==> src/rtl/line_sum_accumulator.sv <==
// ---------------------------------------------------------------------------
// line_sum_accumulator
// Purpose: sums WINDOW_LINES consecutive adder-tree line sums into one window
//          correlation sum and presents it on a valid/ready output handshake.
// Optional feature: define PEAK_TRACK_EN to add tracking of the peak accepted
//          window sum and its window index.
// Ports:
//   CLK              rising-edge clock
//   RST              asynchronous active-high reset
//   en               level enable; low forces IDLE, high runs windows back to back
//   line_sum_in      line sum from adder tree
//   line_sum_valid   line_sum_in valid this cycle
//   window_sum_out   completed window sum (registered)
//   window_sum_valid window_sum_out valid, held until accepted
//   out_ready        consumer ready; transfer on valid && ready at CLK edge
//   line_cnt         lines accumulated in the current window
//   overrun          sticky flag: a line sum arrived while a result was held
//   peak_sum_out     (PEAK_TRACK_EN) largest accepted window sum
//   peak_idx_out     (PEAK_TRACK_EN) index of that window since en rose
// ---------------------------------------------------------------------------
module line_sum_accumulator #(
   parameter int unsigned PIXEL_SIZE   = 8,
   parameter int unsigned LINE_SIZE    = 8,
   parameter int unsigned WINDOW_LINES = 8
) (
   input  logic                                                          CLK,
   input  logic                                                          RST,
   input  logic                                                          en,
   input  logic [$clog2(LINE_SIZE)+2*PIXEL_SIZE-1:0]                     line_sum_in,
   input  logic                                                          line_sum_valid,
   output logic [$clog2(LINE_SIZE)+2*PIXEL_SIZE+$clog2(WINDOW_LINES)-1:0] window_sum_out,
   output logic                                                          window_sum_valid,
   input  logic                                                          out_ready,
   output logic [$clog2(WINDOW_LINES)-1:0]                               line_cnt,
`ifdef PEAK_TRACK_EN
   output logic [$clog2(LINE_SIZE)+2*PIXEL_SIZE+$clog2(WINDOW_LINES)-1:0] peak_sum_out,
   output logic [15:0]                                                   peak_idx_out,
`endif
   output logic                                                          overrun
);

   localparam int unsigned LINE_SUM_W = $clog2(LINE_SIZE) + 2 * PIXEL_SIZE;
   localparam int unsigned ACC_W      = LINE_SUM_W + $clog2(WINDOW_LINES);
   localparam int unsigned CNT_W      = $clog2(WINDOW_LINES);

   typedef enum logic [1:0] {
      IDLE  = 2'd0,
      ACCUM = 2'd1,
      HOLD  = 2'd2
   } state_t;

   state_t           state;
   logic [ACC_W-1:0] acc;
   logic [ACC_W-1:0] line_sum_ext;
   logic             last_line;
   logic             accept;

`ifdef PEAK_TRACK_EN
   logic [15:0]      win_idx;
`endif

   assign line_sum_ext = ACC_W'(line_sum_in);
   assign last_line    = (line_cnt == CNT_W'(WINDOW_LINES - 1));
   assign accept       = window_sum_valid && out_ready;

   // Window FSM with all outputs registered; en low overrides everything but RST.
   always_ff @(posedge CLK or posedge RST) begin
      if (RST) begin
         state            <= IDLE;
         acc              <= '0;
         line_cnt         <= '0;
         window_sum_out   <= '0;
         window_sum_valid <= 1'b0;
         overrun          <= 1'b0;
`ifdef PEAK_TRACK_EN
         peak_sum_out     <= '0;
         peak_idx_out     <= '0;
         win_idx          <= '0;
`endif
      end else if (!en) begin
         state            <= IDLE;
         acc              <= '0;
         line_cnt         <= '0;
         window_sum_valid <= 1'b0;
         overrun          <= 1'b0;
`ifdef PEAK_TRACK_EN
         peak_sum_out     <= '0;
         peak_idx_out     <= '0;
         win_idx          <= '0;
`endif
      end else begin
         case (state)
            IDLE: begin
               acc      <= '0;
               line_cnt <= '0;
               state    <= ACCUM;
            end

            ACCUM: begin
               if (line_sum_valid) begin
                  if (last_line) begin
                     window_sum_out   <= acc + line_sum_ext;
                     window_sum_valid <= 1'b1;
                     acc              <= '0;
                     line_cnt         <= '0;
                     state            <= HOLD;
                  end else begin
                     acc      <= acc + line_sum_ext;
                     line_cnt <= line_cnt + CNT_W'(1);
                  end
               end
            end

            HOLD: begin
               // Line sums arriving while a result is held are lost; flag it.
               if (line_sum_valid) begin
                  overrun <= 1'b1;
               end
               if (accept) begin
                  window_sum_valid <= 1'b0;
                  state            <= ACCUM;
`ifdef PEAK_TRACK_EN
                  // Strict compare keeps the earliest index on ties.
                  if (window_sum_out > peak_sum_out) begin
                     peak_sum_out <= window_sum_out;
                     peak_idx_out <= win_idx;
                  end
                  win_idx <= win_idx + 16'd1;
`endif
               end
            end

            default: begin
               state <= IDLE;
            end
         endcase
      end
   end

endmodule
==> config.mk <==
export PLATFORM = sky130hd
export DESIGN_NAME = line_sum_accumulator
export DESIGN_NICKNAME = d
export VERILOG_FILES = /design/src/rtl/line_sum_accumulator.sv
export SDC_FILE = /design/constraint.sdc
export NUM_CORES = 1
export LEC_CHECK = 0
export BUFFER_PORTS_ARGS = -buffer_cell sky130_fd_sc_hd__buf_2
export CAP_MARGIN = 15
export CORE_MARGIN = 5
export CORE_UTILIZATION = 27
export CTS_CLUSTER_SIZE = 12
export DETAILED_ROUTE_END_ITERATION = 10
export HOLD_SLACK_MARGIN = 0.08
export MAX_ROUTING_LAYER = met4
export SYNTH_ARGS = -nofsm -noshare
export SYNTH_HDL_FRONTEND = slang
export SYNTH_SLANG_ARGS = --single-unit
==> constraint.sdc <==
create_clock -name CLK -period 4.5 [get_ports CLK]
set_clock_uncertainty 0.2 [all_clocks]
set_input_delay 0.45 -clock CLK [delete_from_list [all_inputs] [get_ports CLK]]
set_output_delay 0.45 -clock CLK [all_outputs]
set_load 0.05 [all_outputs]
-- Word level (Yosys, flattened, before mapping)
Cells that the tools add are included.
- bits in registers: 51
- logic and storage cells: 46
- output and inout port bits: 27
- multiplexer cells: 21
- $add $sub $neg: 2
- reductions and logical operators: 7
- equality and inequality tests: 10
- operators by type and width (kind ; number):
    2-to-1 mux 22 bit ; 3
    case mux 22 bit (2 select lines) ; 1
    adder 22 x 19 -> 22 bit ; 1
    2-to-1 mux 3 bit ; 3
    != test 3 bit, second input constant ; 3
    2-to-1 mux 2 bit ; 4
    AND reduction 4 bit ; 2
    2-to-1 mux 1 bit ; 7
    != test 3 x 1 -> 1 bit, second input constant ; 2
    case mux 2 bit (3 select lines) ; 1
    case mux 3 bit (2 select lines) ; 1
    != test 2 x 1 -> 1 bit, second input constant ; 2
    AND reduction 2 bit ; 2
    adder 3 x 1 -> 3 bit, second input constant ; 1
    == test 3 bit, second input constant ; 1
    AND reduction 3 bit ; 1
    == test 2 x 1 -> 1 bit, second input constant ; 1
    == test 2 bit, second input constant ; 1
    zero test 2 bit ; 1
    case mux 1 bit (2 select lines) ; 1
    logical AND 1 bit ; 1

-- Longest topological paths before layout
Gate-level depths: netlist of the first run.
- depth in word-level cells: 5
- gate-level depth with buffers: 9
- depth with buffers taken out: 8

-- Worst setup path before layout of the first run
No wires, ideal clock.
- path type: input to register
- start point: in line_sum_in[0]
- end point: reg acc[18]
- arrival: 2.275 ns
- required time: 4.178 ns
- stages: 8
- path buffers: 0
- slack: 1.903 ns
- library setup time: 0.122 ns
- cells stage by stage: ha_1 -> fa_1 -> a21oi_1 -> nor2_1 -> o211ai_1 -> a211oi_1 -> or3_1 -> a32o_1
- longest elaborated chain between the ends: 5
- ends and longest elaborated chain (element ; line ; text):
    start: declaration ; 29 ; input logic [$clog2(LINE_SIZE)+2*PIXEL_SIZE-1:0] line_sum_in,
    adder 22 x 19 -> 22 bit ; 108 ; acc <= acc + line_sum_ext;
    2-to-1 mux 22 bit ; 101 ; if (last_line) begin
    2-to-1 mux 22 bit ; 100 ; if (line_sum_valid) begin
    case mux 22 bit (2 select lines) ; 92 ; case (state)
    2-to-1 mux 22 bit ; 80 ; end else if (!en) begin
    end signal: assignment ; 108 ;
    end: declaration ; 53 ; logic [ACC_W-1:0] acc;
Every way passes these cells. The select of a mux whose other input is x is not followed.
A chain may end at the register's enable or synchronous reset.

-- Final worst setup path of the first run
- start point: reg acc[0]
- end point: reg acc[18]
- longest elaborated chain between the ends: 5
- ends and longest elaborated chain (element ; line):
    adder 22 x 19 -> 22 bit ; 108
    2-to-1 mux 22 bit ; 101
    2-to-1 mux 22 bit ; 100
    case mux 22 bit (2 select lines) ; 92
    2-to-1 mux 22 bit ; 80
Every way passes these cells. The select of a mux whose other input is x is not followed.

==> run summary, run 1 <==
kind of end point of the critical path = flip-flop
Peak Freq = 373 MHz
met2 global-route usage = 0.193
CP max FO = 4
post-layout util = 0.321
Fin. Hold Viols = 0
fin. max-slew vios = 0
slowest CP cell = fa_1
row count = 40
largest family of logic cells by synthesized area = compound AO/OA/AOI/OAI gates
clock latency on the worst-skew pair = 0.29 ns
grt ovf = 0
Max-cap violations = 0
DRC violations left = 0
Syn Nets = 403
peak supply drop = 149 uV
Syn-to-layout area delta = 17.4%
CTS tree = yes
max_slew headroom = 0.334
Ant. Diodes = 0
gr usage total = 0.126
Reg area = 0.00128 mm2
Initial Util = 0.273
core box area = 0.0120 mm2
R2R Setup Slk = 1.82 ns
Final ANT Viol Nets = 0
Inst Count DP = 539
Arr. time, crit path = 2.66 ns
distinct cell type count of the synthesized netlist = 51
routing usage on met3 = 0.0240
wire length per cell = 16.0 um
outcome = complete, no violations
Buffers on Ports = 50
clock sinks = 51
Synth async-reset ratio = 1.00
Setup TNS Final = 0 ns
area leader, netlist = dfrtp_1
Pre-antenna DRT Iters = 4
Clock Path Buffers = 2
Synth area leaders = dfrtp_1 (39%), ha_1 (8.0%), nand2_1 (6.1%), o21ai_0 (3.5%), a22o_1 (3.5%)
Avg Cell Area, Syn = 9.15 um2
share of layout cells above drive strength 1 = 0.200
Die ar. = 0.0144 mm2
Simple-Gate Fraction of Synth Area = 0.174
ys flop type = dfrtp_1
synthesized flop and latch total = 51
Post-synth EDFFs = 0
Worst R2R Start = acc[0]
RSZ-0062 raised after global routing = false
mux cell area share after synthesis = 0.0368
Routed Wire Length = 8750 um
worst-path cell chain = ha_1 -> fa_1 -> a21oi_1 -> nor2_1 -> o211ai_1 -> a211oi_1 -> or3_1 -> a32o_1
setup ws final = 1.82 ns
# setup viols final = 0
M1 GR Usage = 0.168
Syn Inst Count = 357
DR iter-0 viols = 188
vias in the first global route = 2841
Pleak = 1.87 nW
Vert. Die Dim = 120 um
pwr dens = 301 mW/mm2
GRT busiest layer = met2
clock slew at reported path FFs = 0.07 ns
Nets = 445
Pwr Total = 1.15 mW
Num CTS Buffers = 5
Hold WC Path Type = in2async
Root Buffer = clkbuf_16
Critical path buffers and inverters = 0
Yosys warning total = 0
first-pass GRT wire length = 14200 um
share of Yosys cell area claimed by the top area cell type = 0.391
Final min period = 2.68 ns
worst slew pin tran = 0.999 ns
CP required = 4.48 ns
Place WS = 1.63 ns
multi-input logic area = 0.00189 mm2
Worst Setup Start Kind = flip-flop
gp weighted congestion = 0.881
H-tree levels = 2
post-synthesis adder-cell area fraction = 0.0865
antenna violations before repair = 0
# hold bufs at CTS = 0
slowest cell delay on critical path = 0.41 ns
share of the clock period used by the worst path = 0.596
post-cts resize count = 0
post-synthesis sequential area ratio = 0.391
r2r endpoint = acc[18]
vias per cell = 5.22
hpwl dp = 6240 um
number of setup buffers added after CTS = 0
Die W = 120 um
Ports = 51
xor/xnor share of the synthesized area = 0.0214
Post-Syn Area = 0.00327 mm2
critical path type = reg2reg
filler cell count in the final layout = 1247
largest net degree at the start of global routing = 52
Post-Layout Cell Count = 547
Compound-Gate Fraction of Synth Area = 0.258
vias = 2858
delay-heaviest family, CP = compound AO/OA/AOI/OAI gates
Reg2Reg Depth = 8
==> per-layer routing <==
metal	part of all wire	wire length, um
met5	0	0
met4	0.015	130
met3	0.040	347
met2	0.45	3940
met1	0.50	4340
==> sequential cells by signal, indices dropped and copies added (netlist names) <==
name              flops
overrun               1
window_sum_out       22
state                 2
window_sum_valid      1
acc                  22
line_cnt              3
==> layout make-up <==
cell class,count,area share
clock buffers,5,0.0326
clock inverters,3,0.0176
inverters,7,0.00685
multi-input cells,281,0.491
flip-flops and latches,51,0.333
well taps,147,0.0479
repair buffers,53,0.0711
==> worst max-delay path by stage <==
stage | startpoint | endpoint | slack, ns | cells past startpoint
after floorplan | line_sum_in[0] | acc[18] | 1.90 | 8
after global placement | line_sum_in[0] | acc[18] | 1.68 | 9
after detailed placement | line_sum_in[0] | acc[18] | 1.63 | 9
after CTS | line_cnt[0] | acc[14] | 1.81 | 7
after global routing | acc[0] | acc[18] | 1.59 | 8
final | acc[0] | acc[18] | 1.82 | 8
==> cells in the mapped netlist (3+ instances only) <==
library cell	number
a211o_1	4
a211oi_1	5
a211oi_2	3
a21o_1	8
a21oi_1	18
a22o_1	13
a22oi_1	4
and2_1	7
buf_2	7
clkbuf_1	9
dfrtp_1	51
ha_1	21
inv_1	7
mux2_2	8
mux2i_1	3
nand2_1	53
nand2b_1	3
nand3_1	15
nand4_1	3
nor2_1	21
nor2b_1	7
nor3_1	6
o211ai_1	5
o21a_1	8
o21ai_0	23
o31a_1	3
o31ai_1	4
xnor2_1	5
xor2_1	3
==> power breakdown <==
part | internal (mW) | switching [mW]
registers | 0.468 | 0.00757
logic | 0.0669 | 0.113
clock network | 0.319 | 0.179
==> per-stage QoR <==
stage,area [um2],hold WS (ns)
3_3_place_gp,3640,0.256
2_1_floorplan,3270,0.253
3_5_place_dp,3640,0.257
6_report,3840,0.131
4_1_cts,3840,0.171
5_1_grt,3840,0.220
==> cell families after synthesis <==
kind of cell / count (synthesis)
flops: 51
mux: 11
compound gates: 117
simple gates: 123
xor+xnor: 8
buf+inv: 25
fa+ha+maj: 22
==> placed cells by master (no fill, tap or decap), drive strengths merged, types with 5 or more instances in the layout <==
master	netlist	routed
a211oi	8	8
mux2	8	8
nor2b	7	7
clkbuf	9	5
nand2	53	53
and2	8	8
dfrtp	51	51
o211ai	5	5
xnor2	5	5
a21o	8	8
ha	21	21
nor3	6	6
nor2	21	21
o21a	8	8
nand3	15	15
o21ai	24	24
a22o	13	13
buf	9	53
a21oi	20	20
inv	7	7
==> worst min-delay path, cell delays in order <==
cell and delay (ns):
buf_2 0.10, inv_2 0.03, buf_4 0.53
Note: power is estimated with default switching activity, not from simulation.
==> run 2, diff against run 1 <==
Clock period 4.5 ns to 2.81 ns, I/O delays scaled along.
==> run 2 against run 1 <==
Wire length is 0.75% lower. Power is 48% higher. Worst setup slack worse by 1.6 ns. Non-clock buffer count is 8 higher. Cell count is 1.5% higher. Die area stayed put. Largest power group is now sequential cells.
==> run summary, run 2 (synthesized netlist as in run 1, its figures left out) <==
Arr. time, crit path = 2.57 ns
Die W = 120 um
Final min period = 2.59 ns
grt ovf = 0
# setup viols final = 0
fin. max-slew vios = 0
max_slew headroom = 0.557
slowest cell delay on critical path = 0.49 ns
setup ws final = 0.225 ns
Hold Path Sink = overrun
commonest non-fill, non-tap cell in the layout = nand2_1
vias = 2869
critical path type = reg2reg
RSZ-0062 raised after global routing = false
clock latency on the worst-skew pair = 0.29 ns
Root Buffer = clkbuf_16
CP required = 2.79 ns
Ports = 51
Reg area = 0.00128 mm2
GRT busiest layer = met2
hpwl dp = 6510 um
number of setup buffers added after CTS = 0
CTS tree = yes
Pwr Total = 1.71 mW
hold path startpoint = en
wire length per cell = 15.6 um
Worst Setup Start Kind = flip-flop
Die ar. = 0.0144 mm2
Clock Path Buffers = 2
clock sinks = 51
outcome = complete, no violations
Buffers on Ports = 50
first-pass GRT wire length = 14500 um
filler cell count in the final layout = 1253
Hold WC Path Type = in2reg
dpl cell area = 0.00370 mm2
Pre-antenna DRT Iters = 4
worst slew pin tran = 0.665 ns
Fin. Hold Viols = 0
Final ANT Viol Nets = 0
met2 global-route usage = 0.196
Regs by FF count = acc: 22 flops, window_sum_out: 22 flops, line_cnt: 3 flops
Max-cap violations = 0
H-tree levels = 2
antenna violations before repair = 0
Routed Wire Length = 8680 um
largest net degree at the start of global routing = 52
share of layout cells above drive strength 1 = 0.216
worst hold stages = 2
worst-path cell chain = ha_1 -> and4_1 -> nand3_1 -> a211o_1 -> a31oi_1 -> a21oi_1 -> a22o_1
commonest cells after routing, fill and taps aside = nand2_1 (53), dfrtp_1 (51), buf_2 (50), o21ai_0 (23)
multi-input logic area = 0.00189 mm2
Final Instance Area = 0.00387 mm2
WHS = 0.0935 ns
vias per cell = 5.17
Peak Freq = 387 MHz
Reg2Reg Depth = 7
Place WS = 0.211 ns
R2R Setup Slk = 0.22 ns
pwr dens = 442 mW/mm2
r2r endpoint = window_sum_out[21]
Vert. Die Dim = 120 um
kind of end point of the critical path = flip-flop
Syn-to-layout area delta = 18.5%
CP max FO = 9
Setup TNS Final = 0 ns
gp weighted congestion = 0.861
DRC violations left = 0
M1 GR Usage = 0.170
Initial Util = 0.273
Worst R2R Start = acc[13]
Num CTS Buffers = 5
slowest CP cell = ha_1
core box area = 0.0120 mm2
row count = 40
Ant. Diodes = 0
vias in the first global route = 2862
share of the clock period used by the worst path = 0.920
clock slew at reported path FFs = 0.07 ns
Nets = 453
gr usage total = 0.127
DR iter-0 viols = 90
routing usage on met3 = 0.0231
peak supply drop = 261 uV
Pleak = 1.90 nW
run 2: worst max path at each step:
| stage | slack (ns) | depth (start not counted) | to | from |
|---|---|---|---|---|
| after floorplan | 0.31 | 8 | acc[18] | acc[0] |
| after global placement | 0.25 | 9 | acc[10] | line_sum_in[0] |
| after detailed placement | 0.21 | 9 | acc[18] | line_sum_in[0] |
| after CTS | 0.22 | 8 | acc[18] | acc[0] |
| after global routing | 0.01 | 8 | acc[16] | acc[9] |
| final | 0.22 | 7 | window_sum_out[21] | acc[13] |
run 2: cell type report:
| cell class | instances | area share |
|---|---|---|
| clock inverter | 1 | 0.00194 |
| timing repair buffer | 61 | 0.0866 |
| sequential | 51 | 0.330 |
| inverter | 7 | 0.00679 |
| clock buffer | 7 | 0.0394 |
| tap | 147 | 0.0475 |
| multi-input combinational | 281 | 0.488 |
run 2: report_power, final:
group	total (mW)	internal, mW	leakage [nW]	switching, mW
sequential	0.762	0.749	0.704	0.0125
clock	0.656	0.379	0.0761	0.277
combinational	0.293	0.112	1.12	0.181
run 2: repair_timing:
action | 4_1_cts | 5_1_grt
endpoints found under the hold margin | 51 | 0
hold buffers | 1 | 0
setup endpoints to repair | 0 | 1
resized for setup | 0 | 1
run 2: metal layers:
layer	vias to the layer above	routed length [um]
met2	64	4020
li1	1415	-
met3	12	300
met4	0	167
met1	1378	4200
met5	-	0
run 2: worst max-delay path, delay by kind of cell, from the launching register on:
family / cells / cell delay, ns
adders and majority gates: 1 / 0.49
and+or+nand+nor: 2 / 0.51
AOI/OAI and AO/OA: 4 / 0.91
DFF: 1 / 0.38
run 2: stage by stage:
stage | utilization | cells
final | 0.324 | 555
after global routing | 0.324 | 555
after CTS | 0.323 | 555
after detailed placement | 0.309 | 546
after global placement | 0.309 | 546
after floorplan | - | 357
==> run 3, diff against run 2 <==
Settings changed: CORE_UTILIZATION 27 to 40, PLACE_DENSITY set to 0.63.
==> run 3 against run 2 <==
Register-to-register slack worse by 0.07 ns. Sequential share of layout area up 0.79 points. Clock power down 33%. Die area down 30%. Critical path type unchanged.
==> run summary, run 3 (synthesized netlist as in run 1, its figures left out) <==
Final ANT Viol Nets = 0
Clock Path Buffers = 2
commonest cells after routing, fill and taps aside = nand2_1 (53), dfrtp_1 (51), buf_2 (50), o21ai_0 (22)
Nets = 457
Initial Util = 0.404
gp weighted congestion = 0.935
clock sinks = 51
r2r endpoint = acc[18]
Num CTS Buffers = 5
Worst Setup Start Kind = flip-flop
Hold WC Path Type = in2reg
Routed Wire Length = 8260 um
Fin. Hold Viols = 0
max_slew headroom = 0.543
critical path type = reg2reg
first-pass GRT wire length = 13600 um
worst slew pin tran = 0.685 ns
H-tree levels = 2
CTS tree = yes
Final min period = 2.65 ns
setup ws final = 0.159 ns
Place WS = 0.165 ns
number of setup buffers added after CTS = 0
Worst R2R Start = acc[7]
clock slew at reported path FFs = 0.10 ns
WHS = 0.115 ns
Regs by FF count = acc: 22 flops, window_sum_out: 22 flops, line_cnt: 3 flops
dpl cell area = 0.00367 mm2
Die ar. = 0.0101 mm2
row count = 33
Peak Freq = 377 MHz
peak supply drop = 167 uV
Reg2Reg Depth = 7
outcome = complete, no violations
wire length per cell = 16.0 um
gr usage total = 0.174
RSZ-0062 raised after global routing = false
largest net degree at the start of global routing = 31
clock latency on the worst-skew pair = 0.31 ns
Ports = 51
Root Buffer = clkbuf_8
Pre-antenna DRT Iters = 5
pwr dens = 396 mW/mm2
Setup crit start = acc[7]
R2R Setup Slk = 0.16 ns
Post-Layout Cell Count = 517
# setup viols final = 0
Syn-to-layout area delta = 15.7%
Max-cap violations = 0
core box area = 0.00809 mm2
Ant. Diodes = 0
Arr. time, crit path = 2.66 ns
Inst Count DP = 507
DR iter-0 viols = 145
vias = 2826
kind of end point of the critical path = flip-flop
commonest non-fill, non-tap cell in the layout = nand2_1
Die W = 100 um
CP required = 2.82 ns
Pleak = 1.88 nW
crit path to = acc[18]
hpwl dp = 6210 um
Final Instance Area = 0.00378 mm2
Setup TNS Final = 0 ns
vias per cell = 5.47
Vert. Die Dim = 100 um
grt ovf = 0
CP max FO = 5
vias in the first global route = 2682
fin. max-slew vios = 0
DRC violations left = 0
antenna violations before repair = 0
share of layout cells above drive strength 1 = 0.221
share of the clock period used by the worst path = 0.943
Buffers on Ports = 50
==> run 3: final cells by class <==
| type | count | area (um2) |
|---|---|---|
| fill | 795 | 4310 |
| sequential | 51 | 1280 |
| clock inverter | 2 | 12.5 |
| multi-input combinational | 281 | 1890 |
| clock buffer | 6 | 72.6 |
| inverter | 7 | 26.3 |
| timing repair buffer | 65 | 368 |
| tap | 105 | 131 |
==> run 3: how the worst min path moves through the flow <==
stage                   start                 to  slack [ns]  cells past startpoint
5_1_grt        line_sum_in[0]  window_sum_out[0]        0.15                      4
6_report       line_sum_in[0]  window_sum_out[0]        0.11                      4
3_5_place_dp              RST  window_sum_out[0]        0.23                      2
4_1_cts        line_sum_in[0]  window_sum_out[0]        0.11                      4
2_1_floorplan         acc[10]            acc[10]        0.25                      2
3_3_place_gp              RST            overrun        0.22                      2
==> run 3: per-layer routing <==
metal | part of all wire | vias up | GRT usage
li1 | - | 1417 | -
met1 | 0.49 | 1340 | 0.245
met5 | 0 | - | -
met3 | 0.044 | 9 | 0.0257
met4 | 0.016 | 0 | 0.0497
met2 | 0.44 | 60 | 0.259
==> run 3: what timing repair did <==
item / CTS / global route
hold buffers: 2 / 0
resized for setup: 0 / 3
hold endpoints to repair: 32 / 0
endpoints found under the setup margin: 0 / 4
==> run 3: where the power goes <==
part           switching (mW)  internal (mW)
clock                   0.265          0.175
sequential             0.0122          0.749
combinational           0.181          0.115
total                   0.458           1.04
==> run 3: worst max-delay path: stages, from the launching register on <==
cell and delay [ns]:
dfrtp_1 0.39, ha_1 0.34, a21oi_1 0.27, o21bai_1 0.13
a211oi_2 0.45, a211oi_1 0.16, or3_1 0.35, a32o_1 0.26
==> run 3: stage by stage <==
stage	util	total power, mW
floorplan	-	0.988
finish	0.467	1.50
global placement	0.453	1.06
global route	0.467	1.58
detailed placement	0.453	1.07
CTS	0.466	1.51
